[config.mk]
export PLATFORM = sky130hd
export DESIGN_NAME = pt2262_frame_encoder
export DESIGN_NICKNAME = d
export VERILOG_FILES = /design/src/rtl/pt2262_frame_encoder.sv
export SDC_FILE = /design/constraint.sdc
export NUM_CORES = 1
export LEC_CHECK = 0
export ABC_CLOCK_PERIOD_IN_PS = 3900
export CORE_MARGIN = 2
export CORE_UTILIZATION = 50
export CTS_CLUSTER_SIZE = 40
export DETAILED_ROUTE_END_ITERATION = 8
export GPL_TIMING_DRIVEN = 0
export HOLD_SLACK_MARGIN = 0.02
export PLACE_DENSITY = 0.69
export SYNTH_ARGS = -nofsm -noshare
export SYNTH_HDL_FRONTEND = slang
export SYNTH_SLANG_ARGS = --single-unit
[constraint.sdc]
create_clock -name INPUT_CLK -period 3.9 [get_ports INPUT_CLK]
set_clock_uncertainty 0.15 [all_clocks]
set_input_delay 0.78 -clock INPUT_CLK [delete_from_list [all_inputs] [get_ports INPUT_CLK]]
set_output_delay 0.78 -clock INPUT_CLK [all_outputs]
set_load 0.01 [all_outputs]
[src/rtl/pt2262_frame_encoder.sv]
// PT2262-compatible encoder: serialises 8 address trits and 4 data bits into
// 512-alpha frames (12 bit symbols plus one sync symbol) on DOUT.
module pt2262_frame_encoder #(
    parameter int unsigned CLKS_PER_ALPHA = 1,
    parameter int unsigned MIN_FRAMES     = 4
) (
    input  logic        INPUT_CLK,
    input  logic        RST,
    input  logic        TE_N,
    input  logic [15:0] ADDR,
    input  logic [3:0]  DATA,
    output logic        DOUT,
    output logic        BUSY,
    output logic        FRAME_DONE
);

    localparam logic [7:0] PRE_LAST = 8'(CLKS_PER_ALPHA - 1);
    localparam logic [3:0] MIN_F    = 4'(MIN_FRAMES);

    typedef enum logic [1:0] {
        S_IDLE = 2'd0,
        S_BIT  = 2'd1,
        S_SYNC = 2'd2
    } state_t;

    state_t      state;
    state_t      nxt_state;
    logic [19:0] word;
    logic [19:0] nxt_word;
    logic [3:0]  bit_idx;
    logic [3:0]  nxt_bit;
    logic [6:0]  alpha_cnt;
    logic [6:0]  nxt_alpha;
    logic [7:0]  pre_cnt;
    logic [7:0]  nxt_pre;
    logic [3:0]  frames_sent;
    logic [3:0]  frames_inc;
    logic        pre_wrap;
    logic        bit_end;
    logic        sync_end;
    logic        keep_going;
    logic        nxt_dout;
    logic        nxt_done;

    // Trit code of symbol idx: 00 = 0, 01 = 1, 1x = F; data bits are 0/1 trits.
    function automatic logic [1:0] trit_of(input logic [19:0] w, input logic [3:0] idx);
        logic [4:0] base;
        if (idx < 4'd8) begin
            base = {1'b0, idx[2:0], 1'b0} + 5'd4;
            return w[base +: 2];
        end
        return {1'b0, w[idx[1:0]]};
    endfunction

    // Each half-symbol is 16 alpha: 0 = H4 L12 H4 L12, 1 = H12 L4 H12 L4, F = H4 L12 H12 L4.
    function automatic logic bit_level(input logic [1:0] trit, input logic [4:0] a);
        logic [4:0] b;
        b = a - 5'd16;
        if (a < 5'd16)
            return (trit == 2'b01) ? (a < 5'd12) : (a < 5'd4);
        return (trit == 2'b00) ? (b < 5'd4) : (b < 5'd12);
    endfunction

    assign pre_wrap   = (pre_cnt == PRE_LAST);
    assign bit_end    = (state == S_BIT) && pre_wrap && (alpha_cnt[4:0] == 5'd31);
    assign sync_end   = (state == S_SYNC) && pre_wrap && (alpha_cnt == 7'd127);
    assign frames_inc = (frames_sent == 4'd15) ? 4'd15 : frames_sent + 4'd1;
    assign keep_going = !TE_N || (frames_inc < MIN_F);

    // Position of the next output cycle; DOUT and FRAME_DONE are registered from it.
    always_comb begin
        nxt_state = state;
        nxt_word  = word;
        nxt_bit   = bit_idx;
        nxt_pre   = pre_wrap ? 8'd0 : pre_cnt + 8'd1;
        nxt_alpha = pre_wrap ? alpha_cnt + 7'd1 : alpha_cnt;
        case (state)
            S_IDLE: begin
                nxt_pre   = 8'd0;
                nxt_alpha = 7'd0;
                nxt_bit   = 4'd0;
                if (!TE_N) begin
                    nxt_state = S_BIT;
                    nxt_word  = {ADDR, DATA};
                end
            end
            S_BIT: begin
                if (bit_end) begin
                    nxt_alpha = 7'd0;
                    if (bit_idx == 4'd11)
                        nxt_state = S_SYNC;
                    else
                        nxt_bit = bit_idx + 4'd1;
                end
            end
            S_SYNC: begin
                if (sync_end) begin
                    nxt_alpha = 7'd0;
                    nxt_bit   = 4'd0;
                    if (keep_going) begin
                        nxt_state = S_BIT;
                        nxt_word  = {ADDR, DATA};
                    end else begin
                        nxt_state = S_IDLE;
                    end
                end
            end
            default: nxt_state = S_IDLE;
        endcase

        case (nxt_state)
            S_BIT:   nxt_dout = bit_level(trit_of(nxt_word, nxt_bit), nxt_alpha[4:0]);
            S_SYNC:  nxt_dout = (nxt_alpha < 7'd4);
            default: nxt_dout = 1'b0;
        endcase
        nxt_done = (nxt_state == S_SYNC) && (nxt_alpha == 7'd127) && (nxt_pre == PRE_LAST);
    end

    // State, counters and registered outputs; reset wins even mid-frame.
    always_ff @(posedge INPUT_CLK) begin
        if (!RST) begin
            state       <= S_IDLE;
            word        <= 20'd0;
            bit_idx     <= 4'd0;
            alpha_cnt   <= 7'd0;
            pre_cnt     <= 8'd0;
            frames_sent <= 4'd0;
            DOUT        <= 1'b0;
            BUSY        <= 1'b0;
            FRAME_DONE  <= 1'b0;
        end else begin
            state      <= nxt_state;
            word       <= nxt_word;
            bit_idx    <= nxt_bit;
            alpha_cnt  <= nxt_alpha;
            pre_cnt    <= nxt_pre;
            DOUT       <= nxt_dout;
            BUSY       <= (nxt_state != S_IDLE);
            FRAME_DONE <= nxt_done;
            if (state == S_IDLE)
                frames_sent <= 4'd0;
            else if (sync_end)
                frames_sent <= frames_inc;
        end
    end

endmodule

-- Word-level counts from Yosys, hierarchy flattened
Index checks and enable logic that the tools add are counted.
- magnitude comparators: 9
- muxes and demuxes: 35
- equal/unequal tests: 10
- shift-type cells: 1
- bitwise operators: 1
- reductions and logical operators: 14
- $add $sub $neg: 6
- operators with widths (operator ; count):
    two-way mux 20 bit ; 3
    one-hot mux 20 bit (2 select lines) ; 1
    two-way mux 7 bit ; 3
    one-hot mux 7 bit (3 select lines) ; 1
    indexed part select 20 x 6 -> 2 bit ; 1
    logical NOT 8 bit ; 2
    two-way mux 4 bit ; 4
    two-way mux 8 bit ; 2
    equality test 7 bit (second input constant) ; 2
    two-way mux 2 bit ; 7
    one-hot mux 4 bit (3 select lines) ; 1
    less-than comparator 5 x 3 -> 1 bit (second input constant) ; 2
    less-than comparator 5 x 4 -> 1 bit (second input constant) ; 2
    two-way mux 1 bit ; 10
    adder 4 x 1 -> 4 bit (second input constant) ; 2
    adder 8 x 1 -> 8 bit (second input constant) ; 1
    equality test 4 bit (second input constant) ; 2
    adder 7 x 1 -> 7 bit (second input constant) ; 1
    less-than comparator 7 x 3 -> 1 bit (second input constant) ; 1
    equality test 2 x 1 -> 1 bit (second input constant) ; 3
    logical AND 1 bit ; 6
    less-than comparator 2 x 6 -> 1 bit (second input constant) ; 1
    one-hot mux 2 bit (3 select lines) ; 1
    adder 4 x 3 -> 5 bit (second input constant) ; 1
    14 further kinds ; 16
- register bits: 48
- logic and storage cells: 85
- input port bits: 23
- output and inout bits: 3

-- Depth between registers and ports, before layout
- word-level depth: 16
- mapped depth: 14
- depth with buffers taken out: 13

-- Worst setup path before layout
No wires, ideal clock.
- path type: register to register
- from: register alpha_cnt[0]
- to: register DOUT
- period minus slack after synthesis: 2.767 ns
- stages on the path, launching flop included: 12
- buffers on the path: 0
- setup time: 0.128 ns
- path slack: 1.133 ns
- data arrival time: 2.489 ns
- required time: 3.622 ns
- cell sequence: dfxtp_1 -> ha_1 -> and3_1 -> ha_1 -> o2111a_4 -> nand3_1 -> nand2_2 -> mux2_2 -> o311ai_1 -> mux2i_1 -> o211ai_1 -> a21oi_1
- longest elaborated chain between the ends: 14
- elaborated cells on any way between the ends: 45
- classes of those cells: add/sub (3); order compare (7); eq/ne (5); shift (1); mux (26); reduce/logical (3)
- ends and longest elaborated chain (element ; RTL line ; source):
    start: declaration ; 32 ; logic [6:0] alpha_cnt;
    start signal: assignment ; 135 ; alpha_cnt <= nxt_alpha;
    equality test 7 bit or equality test 5 bit (tied branches) ; 66, 65 ;
    logical AND 1 bit (on tied branches) ; 66, 65 ;
    two-way mux 4 bit (on tied branches) ; 97, 88 ;
    one-hot mux 4 bit (3 select lines) ; 77 ; case (state)
    adder 4 x 3 -> 5 bit or less-than comparator 4 bit (tied branches) ; 49, 48 ;
    indexed part select 20 x 6 -> 2 bit or two-way mux 1 bit (tied branches) ; 50, 48 ;
    two-way mux 2 bit or two-way mux 1 bit (tied branches) ; 48, 111 ;
    two-way mux 2 bit ; 52 ; return {1'b0, w[idx[1:0]]};
    two-way mux 2 bit ; 111 ; case (nxt_state)
    equality test 2 x 1 -> 1 bit ; 60 ; return (trit == 2'b01) ? (a < 5'd12) : (a < 5'd4);
    two-way mux 1 bit ; 60 ;
    two-way mux 1 bit ; 59 ; if (a < 5'd16)
    two-way mux 1 bit ; 61 ; return (trit == 2'b00) ? (b < 5'd4) : (b < 5'd12);
    one-hot mux 1 bit (2 select lines) (*) ; 111 ;
    end signal: assignment ; 137 ; DOUT <= nxt_dout;
    end: declaration ; 12 ; output logic DOUT,
Every way passes the cells marked *; elsewhere a longest branch is shown, timed or not. The select of a mux whose other input is x is not followed.
A chain may end at the register's enable or synchronous reset.

-- Final worst setup path
Ends and elaborated chain as after synthesis.

==> results.py <==
metrics = {
    "worst_setup_path": {
        "worst_ep_required_time_ps": 3930,
        "path_class": "reg2reg",
        "cp.buffers_inverters": 0,
        "crit_slowest_cell": "dfxtp_1",
        "crit_top_cell": "ha_1",
        "r2r-end": "DOUT",
        "crit_chain": "ha_1 > and3_1 > ha_1 > o2111a_4 > nand3_1 > nand2_2 > mux2_2 > o311ai_1 > mux2i_1 > o211ai_1 > a21oi_1",
        "arrival_ps": 3300,
        "reg2reg_slack_ps": 620,
        "cpPeakStageDelay_ps": 410,
        "worstSetupEndpointType": "register",
        "critPathMaxFanout": 10,
        "rr_worst_depth": 11,
        "critPathLaunchType": "register",
        "timing.rr.start": "alpha_cnt[0]",
        "crit_family": "compound AO/OA/AOI/OAI gates",
    },
    "synthesis": {
        "synthSimpleGateAreaFrac": 0.2348,
        "syn-num-nets": 330,
        "synth_xor_area_frac": 0.04050,
        "synthesis.area_sq_um": 2595,
        "synth-edff-count": 0,
        "synthAdderAreaFrac": 0.04339,
        "synth_warnings": 0,
        "post_synth.cell_area_avg_sq_um": 8.708,
        "synth_seq_cells": 48,
        "synth_top_family_by_area": "simple AND/OR/NAND/NOR gates",
        "ys.flop_type": "dfxtp_1",
        "synthMuxAreaShare": 0.1244,
        "synth.distinct_cells": 54,
        "synthArstFlopShare": 0,
        "syn-instance-count": 298,
        "ys_seq_area_frac": 0.3703,
        "synth_compound_area_frac": 0.1456,
    },
    "pwr": {
        "leakagePower_nw": 1.143,
        "power_density_nw_per_um2": 304.5,
        "vdd_drop_max_v": 0.0002036,
        "total_power_mw": 0.9217,
    },
    "sta": {
        "rsz0062_at_grt": "false",
        "setup_viol": 0,
        "fin_crit_ps": 3275,
        "final.setup.worst_slack_ps": 625.0,
        "tightestPinTransition_ps": 560.9,
        "max_freq_mhz": 305.3,
        "tns_ps": 0,
        "post-route-period-util": 0.8398,
        "finalHoldViolations": 0,
        "drv_slew": 0,
        "timing.slew.headroom": 0.6240,
    },
    "global_route": {
        "grt_pass1_wl_um": 9356,
        "grt_use_total": 0.1958,
        "grt_pass1_vias": 2087,
        "overflow": 0,
        "antenna_found_initial": 0,
        "grt_max_degree": 15,
    },
    "clocking": {
        "htreeDepth": 2,
        "cts_max_path_buffers": 2,
        "cts_setup_buffers": 0,
        "ctsResizeCount": 0,
        "cts_made_buffers": 5,
        "cts_hold_buffers": 0,
        "root_buffer": "clkbuf_8",
        "cts_tree": "done",
        "clock-sinks": 48,
        "path_clk_slew_ps": 90,
        "clk_latency_ps": 300,
    },
    "routing": {
        "wl_per_cell_um": 13.56,
        "drtIter0Drc": 108,
        "drtPass1Iterations": 4,
        "drt_drc_violations_left": 0,
        "finalWirelength_um": 5438,
        "dr_total_vias": 2167,
        "viasPerCell": 5.404,
        "final_antenna_net_count": 0,
    },
    "floorplanning": {
        "top_level_ports": 26,
        "die_y_um": 76.04,
        "core_region_area_sq_um": 5042,
        "start_util": 0.5146,
        "dieArea_sq_um": 5782,
        "die_x_um": 76.04,
        "rows": 26,
    },
    "placed_design": {
        "io_buffers": 25,
        "gp_congestion": 0.8344,
        "dp_hpwl_um": 4031,
        "dp_slack_ps": 664.5,
        "place_area_sq_um": 2933,
    },
    "outcome": {
        "status": "completed",
    },
    "cells_and_area": {
        "layout_common_cells": "nor2_1, dfxtp_1, mux2i_1",
        "final_area_sq_um": 3027,
        "fillers": 456,
        "final_common_cell": "nor2_1",
        "diodes": 0,
        "multiInputGateArea_sq_um": 1528,
        "finalNetCount": 362,
        "area.sequential_sq_um": 960.9,
        "syn_to_final_growth_pct": 16.63,
        "drive_above_1_share": 0.06344,
    },
    "hold_path": {
        "min_path_cells": 2,
        "hp-start": "word[15]",
        "min_to": "word[15]",
        "hold_class": "reg2reg",
    },
    "run": {
        "drv_cap": 0,
    },
}
==> flip-flops by register name, summed over array words and instances, names as in the netlist <==
register and flops:
state 2, BUSY 1, pre_cnt 8, bit_idx 4
alpha_cnt 7, word 20, frames_sent 4, DOUT 1
FRAME_DONE 1
==> per-stage QoR <==
stage,util,hold WS [ps],instances
after global routing,0.6002,374.2,401
after CTS,0.6002,352.3,401
after detailed placement,0.5816,329.1,393
after global placement,0.5816,318.6,393
final,0.6002,347.2,401
after floorplan,-,303.5,298
==> cell type report <==
cell class / count / share of cell area
multi-input combinational: 227 / 0.5048
sequential: 48 / 0.3175
buffer: 10 / 0.01902
inverter: 13 / 0.01612
clock inverter: 1 / 0.002480
clock buffer: 7 / 0.02852
tap: 70 / 0.02894
timing repair buffer: 25 / 0.08268
==> cells by family after synthesis <==
group | count (synthesis)
flops | 48
buf+inv | 23
mux | 32
xor+xnor | 12
fa+ha+maj | 9
simple gates | 123
compound gates | 51
==> routing by layer <==
| layer | up-vias | share of wire | GRT usage |
|---|---|---|---|
| met2 | 52 | 0.48 | 0.3366 |
| met5 | - | 0 | 0 |
| met3 | 8 | 0.040 | 0.03673 |
| li1 | 1133 | - | - |
| met4 | 0 | 0.013 | 0.07636 |
| met1 | 974 | 0.47 | 0.2436 |
==> cell usage after synthesis (all sizes together) (2+ instances only) <==
master / count / share of area
a21boi: 2 / 0.0058
nor2: 52 / 0.075
and4b: 3 / 0.012
clkbuf: 4 / 0.0058
nand2b: 4 / 0.0096
a31oi: 2 / 0.0048
a22oi: 2 / 0.0058
nand4: 4 / 0.0096
nand2: 18 / 0.027
a21oi: 15 / 0.029
ha: 9 / 0.043
o21ai: 7 / 0.013
o211ai: 4 / 0.013
nor4b: 3 / 0.016
or3: 2 / 0.0048
and3: 7 / 0.017
xnor2: 6 / 0.020
o21a: 2 / 0.0058
buf: 6 / 0.016
mux2: 2 / 0.0087
nor3: 9 / 0.019
dfxtp: 48 / 0.37
and2: 3 / 0.0072
inv: 13 / 0.019
xor2: 6 / 0.020
mux2i: 30 / 0.12
a41oi: 3 / 0.013
nand3: 14 / 0.027
==> worst max-delay path by stage <==
stage	from	to	slack [ps]	cells after the start
2_1_floorplan	alpha_cnt[0]	DOUT	1130	11
3_3_place_gp	alpha_cnt[0]	DOUT	690	11
3_5_place_dp	alpha_cnt[0]	DOUT	660	11
4_1_cts	alpha_cnt[0]	DOUT	630	11
5_1_grt	pre_cnt[0]	DOUT	350	14
6_report	alpha_cnt[0]	DOUT	620	11
==> worst min-delay path, stage by stage, from the launching register on <==
cell	delay (ps)
dfxtp_1	320
mux2i_1	70
nor2_1	80
==> report_power, final <==
part           switching, mW  internal [mW]
combinational         0.0469         0.0530
sequential           0.00761          0.505
clock                  0.165          0.144
No activity file was read; power rests on OpenSTA's default activity.
